--- src/rtl/seq_comple2_unit.sv ---
// seq_comple2_unit: multi-cycle R = (A ^ {WIDTH{cmp}}) + Cin, CHUNK bits per clock.
// Carry is held in a register between chunks; start/busy/done handshake.
// Optional signed-overflow output enabled by defining COMPLE2_OVF_EN.
module seq_comple2_unit #(
  parameter int WIDTH = 16,
  parameter int CHUNK = 4
) (
  input  logic             clk,
  input  logic             rst,
  input  logic             start,
  input  logic [WIDTH-1:0] A,
  input  logic             Cin,
  input  logic             cmp,
  output logic             busy,
  output logic             done,
  output logic [WIDTH-1:0] R,
  output logic             Co
`ifdef COMPLE2_OVF_EN
  ,
  output logic             ovf
`endif
);

  localparam int N  = WIDTH / CHUNK;
  localparam int CW = (N > 1) ? $clog2(N) : 1;

  typedef enum logic [1:0] {S_IDLE, S_RUN, S_DONE} state_t;

  state_t           state_q, state_d;
  logic [CW-1:0]    cnt_q, cnt_d;
  logic             carry_q, carry_d;
  logic             cmp_q, cmp_d;
  logic [WIDTH-1:0] op_q, op_d;    // operand, shifted down one chunk per RUN edge
  logic [WIDTH-1:0] acc_q, acc_d;  // result bits, shifted in from the top
  logic [WIDTH-1:0] r_q, r_d;
  logic             co_q, co_d;

  logic [CHUNK-1:0] ch_r;
  logic             ch_co;
  logic             ch_ctop;       // carry into the chunk's top bit (bit WIDTH-1 on the last chunk)

  // Ripple through the current chunk, starting from the held carry
  always_comb begin
    logic c, x;
    ch_r    = '0;
    ch_ctop = 1'b0;
    c       = carry_q;
    for (int i = 0; i < CHUNK; i++) begin
      x       = op_q[i] ^ cmp_q;
      ch_r[i] = x ^ c;
      if (i == CHUNK - 1) ch_ctop = c;
      c       = x & c;
    end
    ch_co = c;
  end

`ifdef COMPLE2_OVF_EN
  logic ovf_q, ovf_d;
`endif

  // Next-state and datapath control
  always_comb begin
    state_d = state_q;
    cnt_d   = cnt_q;
    carry_d = carry_q;
    cmp_d   = cmp_q;
    op_d    = op_q;
    acc_d   = acc_q;
    r_d     = r_q;
    co_d    = co_q;
`ifdef COMPLE2_OVF_EN
    ovf_d   = ovf_q;
`endif
    unique case (state_q)
      S_IDLE: begin
        if (start) begin
          op_d    = A;
          cmp_d   = cmp;
          carry_d = Cin;
          cnt_d   = '0;
          acc_d   = '0;
          state_d = S_RUN;
        end
      end
      S_RUN: begin
        op_d    = op_q >> CHUNK;
        acc_d   = (acc_q >> CHUNK) | (WIDTH'(ch_r) << (WIDTH - CHUNK));
        carry_d = ch_co;
        if (cnt_q == CW'(N - 1)) begin
          r_d     = acc_d;
          co_d    = ch_co;
`ifdef COMPLE2_OVF_EN
          ovf_d   = ch_ctop ^ ch_co;
`endif
          state_d = S_DONE;
        end else begin
          cnt_d = cnt_q + CW'(1);
        end
      end
      S_DONE: state_d = S_IDLE;
      default: state_d = S_IDLE;
    endcase
  end

  // State and datapath registers, all cleared by async reset
  always_ff @(posedge clk or posedge rst) begin
    if (rst) begin
      state_q <= S_IDLE;
      cnt_q   <= '0;
      carry_q <= 1'b0;
      cmp_q   <= 1'b0;
      op_q    <= '0;
      acc_q   <= '0;
      r_q     <= '0;
      co_q    <= 1'b0;
    end else begin
      state_q <= state_d;
      cnt_q   <= cnt_d;
      carry_q <= carry_d;
      cmp_q   <= cmp_d;
      op_q    <= op_d;
      acc_q   <= acc_d;
      r_q     <= r_d;
      co_q    <= co_d;
    end
  end

`ifdef COMPLE2_OVF_EN
  // Overflow flag, registered alongside Co
  always_ff @(posedge clk or posedge rst) begin
    if (rst) ovf_q <= 1'b0;
    else     ovf_q <= ovf_d;
  end
  assign ovf = ovf_q;
`else
  logic unused_ctop;
  assign unused_ctop = ch_ctop;
`endif

  assign busy = (state_q == S_RUN);
  assign done = (state_q == S_DONE);
  assign R    = r_q;
  assign Co   = co_q;

endmodule

--- config.mk ---
export PLATFORM = sky130hd
export DESIGN_NAME = seq_comple2_unit
export DESIGN_NICKNAME = d
export VERILOG_FILES = /design/src/rtl/seq_comple2_unit.sv
export SDC_FILE = /design/constraint.sdc
export NUM_CORES = 1
export LEC_CHECK = 0
export CAP_MARGIN = 15
export CORE_MARGIN = 10
export CORE_UTILIZATION = 47
export DETAILED_ROUTE_END_ITERATION = 12
export GPL_ROUTABILITY_DRIVEN = 0
export PLACE_DENSITY_LB_ADDON = 0.3
export SLEW_MARGIN = 20
export SYNTH_ARGS = -nofsm -noshare
export SYNTH_HDL_FRONTEND = slang
export SYNTH_SLANG_ARGS = --single-unit
--- constraint.sdc ---
create_clock -name clk -period 1.8 [get_ports clk]
set_input_delay 0.36 -clock clk [delete_from_list [all_inputs] [get_ports clk]]
set_output_delay 0.36 -clock clk [all_outputs]
set_load 0.05 [all_outputs]
==> flow_summary.yaml <==
placement:
  dp_hpwl_mm: 3.37
  postPlaceCellArea_um2: 2760
  port_buffers: 39
sta:
  setup_viol: 0
  whs_ns: 0.422
  period_share_pct: 95.1
  rsz0062_at_grt: "false"
  hold_violations: 0
  tightest_slew_ns: 0.657
  max_freq_mhz: 584
  final_max_slew_viol_count: 0
  relSlewSlack_pct: 56.1
  finalClockSkew_ns: 0.00622
  min_period_ns: 1.71
global_route:
  antenna_found_initial: 0
  grt_pass1_wl_mm: 7.92
  grt_usage_pct: 11.4
  grt_start_max_net_pins: 52
  grt_pass1_vias: 1620
  grt-ovfl-total: 0
power_and_ir_drop:
  ir_drop_v: 0.000856
  power_density_nw_per_um2: 1960
  total_power_mw: 5.67
  p_leak_nw: 1.36
job:
  max-cap-violations: 0
cells_and_area:
  nets: 244
  mostFrequentLayoutCells: "dfrtp_1, buf_4, clkdlybuf4s50_1"
  final_core_util_pct: 60.8
  nFillCells: 383
  drive_above_1_share_pct: 29.7
  syn_to_final_growth_pct: 24.9
  antenna_cells: 0
  mostFrequentLayoutCell: "dfrtp_1"
  stdcell_area_um2: 2890
setup_path:
  crit_fanout: 10
  slowest_delay_ns: 0.49
  start_kind: "flip-flop"
  arrival_ns: 1.35
  rr_worst_depth: 6
  path_cells: "nor2b_1 > buf_4 > buf_12"
  regToRegStartpoint: "cmp_q"
  reg2reg_slack_ns: 0.09
  path_class: "reg2out"
  required_ns: 1.44
  r2r-end: "R[15]"
  critical-path-slowest-cell: "dfrtp_2"
  setup.worst_path.end_class: "output pin"
die:
  die_x_um: 90.2
  fp-row-count: 25
  num_io_pins: 40
  start_util_pct: 48.7
  coreArea_um2: 4750
  dieArea_um2: 8130
  die_y_um: 90.2
cts:
  clock_path_buffers: 2
  cts_sinks: 51
  tritoncts: "done"
  path_clk_slew_ns: 0.09
  htree_levels: 2
  cts_hold_buffers: 0
  root_buffer: "clkbuf_8"
  clkLatencyLatePin_ns: 0.30
  numCtsBuffers: 5
detailed_routing:
  avgViaCountPerCell: 5.36
  drc: 0
  num_vias: 1534
  drtPass1Iterations: 4
  drt_iter0_markers: 164
  ant_nets: 0
  wl_mm: 4.64
  routedWlPerCell_um: 16.2
synthesis:
  synth.net_count: 202
  synth-seq-cells: 51
  syn-cell-area_um2: 2310
  syn_avg_cell_area_um2: 13.1
  ys_types: 29
  yosysSeqAreaShare_pct: 55.2
  synth_warnings: 0
  syn_inst: 176
worst_hold_path:
  hold_class: "in2async"
status:
  status: "complete, no violations"
==> area by class of cell <==
class | count | area, um2 | share of cell area, %
multi-input cells | 91 | 890 | 30.8
clock inverters | 1 | 7.51 | 0.260
inverters | 19 | 71.3 | 2.47
repair buffers | 50 | 463 | 16.0
flip-flops and latches | 51 | 1280 | 44.2
well taps | 67 | 83.8 | 2.90
clock buffers | 7 | 96.3 | 3.33
==> what timing repair did <==
item	4_1_cts	5_1_grt
setup buffers	1	0
setup endpoints to repair	2	1
pin swaps	0	0
gates resized for setup	2	1
==> worst max-delay path, delay by kind of cell, from the launching register on <==
| family | cells | cell delay (ns) |
|---|---|---|
| buf+inv | 2 | 0.36 |
| flops | 1 | 0.49 |
| simple gates | 1 | 0.20 |
==> state kept, by name, summed over array words and instances (netlist names) <==
| name | flops |
|---|---|
| op_q | 16 |
| state_q | 2 |
| carry_q | 1 |
| R | 16 |
| acc_q | 12 |
| cnt_q | 2 |
| cmp_q | 1 |
| Co | 1 |
==> report_power, final <==
group	leakage [nW]	total, mW	switching [mW]	internal, mW
logic	0.677	2.93	1.62	1.31
clock network	0.0505	0.709	0.359	0.350
registers	0.631	2.04	0.353	1.68
==> how the worst max path moves through the flow <==
stage          endpoint  startpoint  cells after the start
2_1_floorplan     R[15]       cmp_q                      7
3_3_place_gp      cmp_q       start                      3
3_5_place_dp      cmp_q       start                      3
4_1_cts           R[15]       cmp_q                      6
5_1_grt            busy  state_q[1]                      3
6_report           busy  state_q[0]                      3
==> per-stage QoR <==
step           instances  setup TNS, ns  setup WS [ns]
6_report             286              0         0.0874
3_3_place_gp         277              0         0.0330
4_1_cts              286              0         0.0413
3_5_place_dp         277        -0.0193        -0.0193
2_1_floorplan        176              0        0.00142
5_1_grt              286              0        0.00758
==> synthesized netlist by cell type (all sizes together) <==
| library cell | number | area [um2] |
|---|---|---|
| dfrtp | 51 | 1280 |
| inv | 19 | 71.3 |
| mux2 | 18 | 236 |
| nor4b | 14 | 123 |
| a221oi | 13 | 114 |
| a22o | 13 | 114 |
| buf | 12 | 81.3 |
| ha | 5 | 62.6 |
| nand3b | 4 | 42.5 |
| xor2 | 4 | 35.0 |
| clkbuf | 3 | 12.5 |
| nand2 | 3 | 11.3 |
| o221ai | 3 | 26.3 |
| a211o | 2 | 17.5 |
| and3 | 2 | 12.5 |
| nor2b | 2 | 12.5 |
| a21oi | 1 | 5.00 |
| nand2b | 1 | 6.26 |
| nor2 | 1 | 3.75 |
| nor3b | 1 | 7.51 |
| nor4bb | 1 | 10.0 |
| o21bai | 1 | 18.8 |
| or2 | 1 | 6.26 |
| or2b | 1 | 7.51 |
==> layer usage <==
layer | vias up | share of wire, % | routed length [um] | global-route usage, %
met5 | - | 0 | 0 | 0
met4 | 0 | 1.3 | 61 | 4.64
met3 | 5 | 5.1 | 235 | 3.33
met2 | 38 | 49 | 2270 | 17.6
met1 | 769 | 45 | 2070 | 14.8
li1 | 722 | - | - | -
==> logic make-up after synthesis <==
family	after synthesis	synth area share, %
buf+inv	34	7.14
flops	51	55.2
fa+ha+maj	5	2.70
compound gates	33	12.8
simple gates	31	10.5
xor+xnor	4	1.51
mux	18	10.2
(Power assumes the default switching activity.)
